## config.mk

```make
export PLATFORM = sky130hd
export DESIGN_NAME = seg_p2s_ctrl
export DESIGN_NICKNAME = d
export VERILOG_FILES = /design/src/rtl/seg_p2s_ctrl_pkg.sv /design/src/rtl/p2s_tick_gen.sv /design/src/rtl/seg_p2s_ctrl.sv
export SDC_FILE = /design/constraint.sdc
export NUM_CORES = 1
export LEC_CHECK = 0
export BUFFER_PORTS_ARGS = -buffer_cell sky130_fd_sc_hd__clkbuf_2
export CAP_MARGIN = 5
export CORE_UTILIZATION = 50
export DETAILED_ROUTE_END_ITERATION = 8
export PLACE_DENSITY = 0.76
export RECOVER_POWER = 50
export SYNTH_ARGS = -nofsm -noshare
export SYNTH_HDL_FRONTEND = slang
export SYNTH_SLANG_ARGS = --single-unit
```

## constraint.sdc

```tcl
create_clock -name clk -period 5.5 [get_ports clk]
set_input_delay 0.825 -clock clk [delete_from_list [all_inputs] [get_ports clk]]
set_output_delay 0.825 -clock clk [all_outputs]
set_load 0.01 [all_outputs]
```

## src/rtl/seg_p2s_ctrl_pkg.sv

```systemverilog
// Shared types and defaults for the segment parallel-to-serial controller.
// The state encoding is fixed: 2'd3 is unused and recovers to idle.
package seg_p2s_ctrl_pkg;

    localparam int unsigned DefDataWidth = 64;
    localparam int unsigned DefDiv       = 4;

    typedef enum logic [1:0] {
        StIdle  = 2'd0,
        StShift = 2'd1,
        StLatch = 2'd2
    } state_e;

    // Counter width for a count range of n, never narrower than one bit.
    function automatic int unsigned cnt_width(input int unsigned n);
        return (n > 1) ? $clog2(n) : 1;
    endfunction

endpackage

```

## src/rtl/p2s_tick_gen.sv

```systemverilog
// Half-period timebase for the serial clock: flags the last cycle of each half-period
// and tracks which half (0 = low, 1 = high) is in progress.
module p2s_tick_gen
    import seg_p2s_ctrl_pkg::*;
#(
    parameter int unsigned DIV = DefDiv
) (
    input  logic clk,
    input  logic rst,
    input  logic clr,
    output logic half_tick,
    output logic phase
);

    localparam int unsigned CW = cnt_width(DIV);

    logic [CW-1:0] cnt_q;
    logic          phase_q;

    assign half_tick = (cnt_q == CW'(DIV - 1));
    assign phase     = phase_q;

    always_ff @(posedge clk or posedge rst) begin
        if (rst) begin
            cnt_q   <= '0;
            phase_q <= 1'b0;
        end else if (clr) begin
            cnt_q   <= '0;
            phase_q <= 1'b0;
        end else if (half_tick) begin
            cnt_q   <= '0;
            phase_q <= ~phase_q;
        end else begin
            cnt_q   <= cnt_q + CW'(1);
        end
    end

endmodule

```

## src/rtl/seg_p2s_ctrl.sv

```systemverilog
// Captures a segment image and shifts it MSB-first into the external shift-register chain,
// then pulses seg_pen to latch it. Upstream handshake is start/busy/done.
module seg_p2s_ctrl
    import seg_p2s_ctrl_pkg::*;
#(
    parameter int unsigned DATA_WIDTH = DefDataWidth,
    parameter int unsigned DIV        = DefDiv
) (
    input  logic                  clk,
    input  logic                  rst,
    input  logic                  start,
    input  logic [DATA_WIDTH-1:0] par_data,
    output logic                  busy,
    output logic                  done,
    output logic                  seg_clk,
    output logic                  seg_sout,
    output logic                  seg_clrn,
    output logic                  seg_pen
);

    localparam int unsigned BCW = $clog2(DATA_WIDTH + 1);

    state_e                state_q, state_d;
    logic [BCW-1:0]        bit_cnt_q, bit_cnt_d;
    logic [DATA_WIDTH-1:0] shift_q, shift_d;

    logic tick_clr;
    logic half_tick;
    logic phase;
    logic phase_nxt;
    logic accept;
    logic bit_end;
    logic last_bit;

    logic busy_d, done_d, seg_clk_d, seg_sout_d, seg_pen_d;
    logic busy_q, done_q, seg_clk_q, seg_sout_q, seg_pen_q, seg_clrn_q;

    p2s_tick_gen #(
        .DIV(DIV)
    ) u_tick_gen (
        .clk       (clk),
        .rst       (rst),
        .clr       (tick_clr),
        .half_tick (half_tick),
        .phase     (phase)
    );

    // The timebase runs only in SHIFT and LATCH so every frame starts on a fresh low half.
    assign tick_clr  = (state_q != StShift) && (state_q != StLatch);
    assign phase_nxt = tick_clr ? 1'b0 : (phase ^ half_tick);
    assign accept    = (state_q == StIdle) && start;
    assign bit_end   = (state_q == StShift) && half_tick && phase;
    assign last_bit  = bit_end && (bit_cnt_q == BCW'(1));

    always_ff @(posedge clk or posedge rst) begin
        if (rst) begin
            state_q <= StIdle;
        end else begin
            state_q <= state_d;
        end
    end

    always_comb begin
        state_d = state_q;
        unique case (state_q)
            StIdle:  if (start) state_d = StShift;
            StShift: if (last_bit) state_d = StLatch;
            StLatch: if (half_tick) state_d = StIdle;
            default: state_d = StIdle;
        endcase
    end

    always_comb begin
        shift_d   = shift_q;
        bit_cnt_d = bit_cnt_q;
        if (accept) begin
            shift_d   = par_data;
            bit_cnt_d = BCW'(DATA_WIDTH);
        end else if (bit_end) begin
            shift_d   = {shift_q[DATA_WIDTH-2:0], 1'b0};
            bit_cnt_d = bit_cnt_q - BCW'(1);
        end
    end

    always_ff @(posedge clk or posedge rst) begin
        if (rst) begin
            shift_q   <= '0;
            bit_cnt_q <= '0;
        end else begin
            shift_q   <= shift_d;
            bit_cnt_q <= bit_cnt_d;
        end
    end

    // Outputs are decoded from next-state values and registered, so they change on the
    // same edge as the state they describe.
    always_comb begin
        busy_d     = (state_d == StShift) || (state_d == StLatch);
        done_d     = (state_q == StLatch) && (state_d == StIdle);
        seg_clk_d  = (state_d == StShift) && phase_nxt;
        seg_sout_d = (state_d == StShift) && shift_d[DATA_WIDTH-1];
        seg_pen_d  = (state_d == StLatch);
    end

    always_ff @(posedge clk or posedge rst) begin
        if (rst) begin
            busy_q     <= 1'b0;
            done_q     <= 1'b0;
            seg_clk_q  <= 1'b0;
            seg_sout_q <= 1'b0;
            seg_pen_q  <= 1'b0;
            seg_clrn_q <= 1'b0;
        end else begin
            busy_q     <= busy_d;
            done_q     <= done_d;
            seg_clk_q  <= seg_clk_d;
            seg_sout_q <= seg_sout_d;
            seg_pen_q  <= seg_pen_d;
            seg_clrn_q <= 1'b1;
        end
    end

    assign busy     = busy_q;
    assign done     = done_q;
    assign seg_clk  = seg_clk_q;
    assign seg_sout = seg_sout_q;
    assign seg_pen  = seg_pen_q;
    assign seg_clrn = seg_clrn_q;

endmodule

```

==> metrics.txt <==
fin. max-slew vios=83; clock-pin slew on the worst setup and hold paths=approximately 0.090 ns; Final Hold Viols=0; CORE AREA=7330 um^2; initial antenna violation count=0; area of the die=8010 um^2; unrepaired setup endpoints after global routing=no; clock share of power=24.3%; Final Cycle Share=42.5%; hold_ws=0.448 ns; share of layout cells above drive strength 1=20.0%; Num CTS Buffers=9; number of global-route vias before repair=2,989; Buffers on Ports=72; # hold bufs at CTS=0; Post-CTS Setup Bufs=0; Reg-to-Reg End=shift_q[62]; final routed DRC violation total=0; critical path type=input pin to async pin; Routed Wire Length=7860 um; status=finished, violations left; R2R cell count=5; clock skew=0.0118 ns; crit start category=input pin; Initial Util=52.2%; Synth cell types=31; setup violators final=0; Starting DRT DRC Count=233; Ports=73; Setup crit end kind=async pin; Post-synth EDFFs=0; Die H=approximately 90 um; main flop type after synthesis=dfrtp_1; Total Routing Usage GR=21.0%; Crit path required time=roughly 5.6 ns; dpl hpwl=4750 um; violated checks=capacitance limit, slew limit; PostCTS Resize Cnt=0; Tightest Pin Transition=1.98 ns; PwrDens=between 400 and 500 nW/um^2; Core Rows=31; number of max-cap violations=1; P_sw=687 uW; Via Count=3,254; Net Sw Frac=34.0%; H-tree levels=3; first-pass GRT wire length=approximately 13,000 um; Final Util=about three fifths; Clock Latency Late Sink=~0.36 ns; Avg Cell Area, Syn=~9 um^2; Via density=5.52; logic gate share of total power=26.5%; WHS Endpoint=u_tick_gen.cnt_q[0]; max_slew headroom=-31.8%; HP Class=flop to flop; Die W=89.5 um; Pleak=between 0.002 and 0.0025 uW; Mapped Area=3830 um^2; R2R Path Start=state_q[1]; TritonCTS clock tree=yes; critical path peak fanout=between 80 and 90; ys async rst share=100%; Syn-to-layout area delta=16.0%; remaining antenna violation count=0; sequential-to-total area share from yosys stat=53.6%; n_diodes=0; setup_tns=0 ns; Syn. warnings=0; total internal power=1330 uW; Root Driver=clkbuf_8; Sink Count=82; largest net degree at the start of global routing=100; critical path arrival=2.42 ns; hold path start=u_tick_gen.cnt_q[0]; reg-to-reg slack, setup=3.25 ns; fin nets=563; Remaining Overflow, GRT=0; Syn Nets=512; Placer Congestion=0.786; FMAX=427 MHz; Clock Path Buffers=2; Pre-Repair DR Iteration Count=5; Min Clock Period, post-route=2.34 ns; Wirelength per Cell=13.3 um; hold path depth=1; cells after synthesis=approximately 440; worst vdd ir=0.247 mV; #FFs+latches synth=82; sequential share of power=49.3%
-- how the worst max path moves through the flow --
stage,startpoint,to,slack (ns),cells after the start
after floorplan,rst,bit_cnt_q[0],2.57,1
after global placement,start,shift_q[20],3.17,5
after detailed placement,start,shift_q[40],3.11,5
after CTS,state_q[1],bit_cnt_q[1],3.24,5
after global routing,rst,done,2.79,3
final,rst,seg_clk,3.16,3
-- state kept, by name (all words and copies together) (netlist names) --
name              flops
seg_sout              1
busy                  1
seg_clrn              1
state_q               2
seg_pen               1
bit_cnt_q             7
done                  1
u_tick_gen.cnt_q      2
shift_q              64
seg_clk               1
u_tick_gen.phase      1
-- critical path: stages --
cell and delay [ns]:
clkbuf_1 0.08, clkinvlp_2 0.05, clkbuf_2 1.39
-- synth_stat cells (all sizes together) (2+ instances only) --
master / number / area (um^2)
a211oi: 2 / 15.0
a21oi: 7 / 35.0
a31oi: 3 / 18.8
and2: 4 / 25.0
and3: 2 / 12.5
buf: 13 / 52.6
clkbuf: 23 / 86.3
dfrtp: 82 / 2050
ha: 10 / 125
inv: 6 / 22.5
nand2: 68 / 255
nand3: 186 / 931
nor2: 4 / 15.0
nor2b: 3 / 18.8
nor3: 2 / 10.0
o21ai: 2 / 10.0
o31ai: 3 / 22.5
or4: 3 / 26.3
xor2: 2 / 17.5
-- layout make-up --
type / instances / area [um^2]
Clock buffer: 9 / 124
Sequential cell: 82 / 2050
Fill cell: 668 / 2890
Multi-Input combinational cell: 311 / 1630
Tap cell: 99 / 124
Inverter: 6 / 23.8
Timing Repair Buffer: 76 / 387
Clock inverter: 7 / 101
-- cells by family (layout without fill, tap and decap cells) --
kind of cell,after synthesis,in the layout,share of synthesized area [%]
buffers and inverters,42,98,4.21
adders and majority gates,10,10,3.27
other,1,1,0.0979
AOI/OAI and AO/OA,20,20,3.33
xor gates and xnor gates,2,2,0.457
DFF,82,82,53.6
muxes,1,1,0.261
and+or+nand+nor,277,277,34.8
-- layout by cell type (no fill, tap or decap), drive strengths merged, types with 4 or more instances in the layout --
master | Yosys | final
a21oi | 7 | 7
and2 | 4 | 4
clkbuf | 23 | 82
dfrtp | 82 | 82
ha | 10 | 10
inv | 6 | 7
nand2 | 68 | 68
nand3 | 186 | 186
nor2 | 4 | 4
-- power by group through the flow --
stage,clock network (uW),logic (uW),registers [uW]
floorplan,0,427,972
global placement,0,517,994
detailed placement,0,542,1000
CTS,503,544,994
global route,519,626,1030
finish,490,535,995
-- metrics by stage --
| step | area (um^2) | power (uW) | worst slack [ns] | cells |
|---|---|---|---|---|
| floorplan | 3830 | 1400 | 2.57 | 435 |
| global placement | 4220 | 1510 | 3.17 | 574 |
| detailed placement | 4220 | 1550 | 3.11 | 574 |
| CTS | 4450 | 2040 | 3.24 | 590 |
| global route | 4440 | 2170 | 2.79 | 590 |
| finish | 4440 | 2020 | 3.16 | 590 |
-- per-layer routing --
| layer | vias up | part of all wire (%) | track usage [%] |
|---|---|---|---|
| met5 | - | 0 | 0 |
| li1 | 1612 | - | - |
| met4 | 0 | 0.59 | 6.06 |
| met2 | 104 | 48 | 34.6 |
| met3 | 6 | 5.5 | 4.52 |
| met1 | 1532 | 46 | 28.2 |
Power figures use the tool's default switching activity.
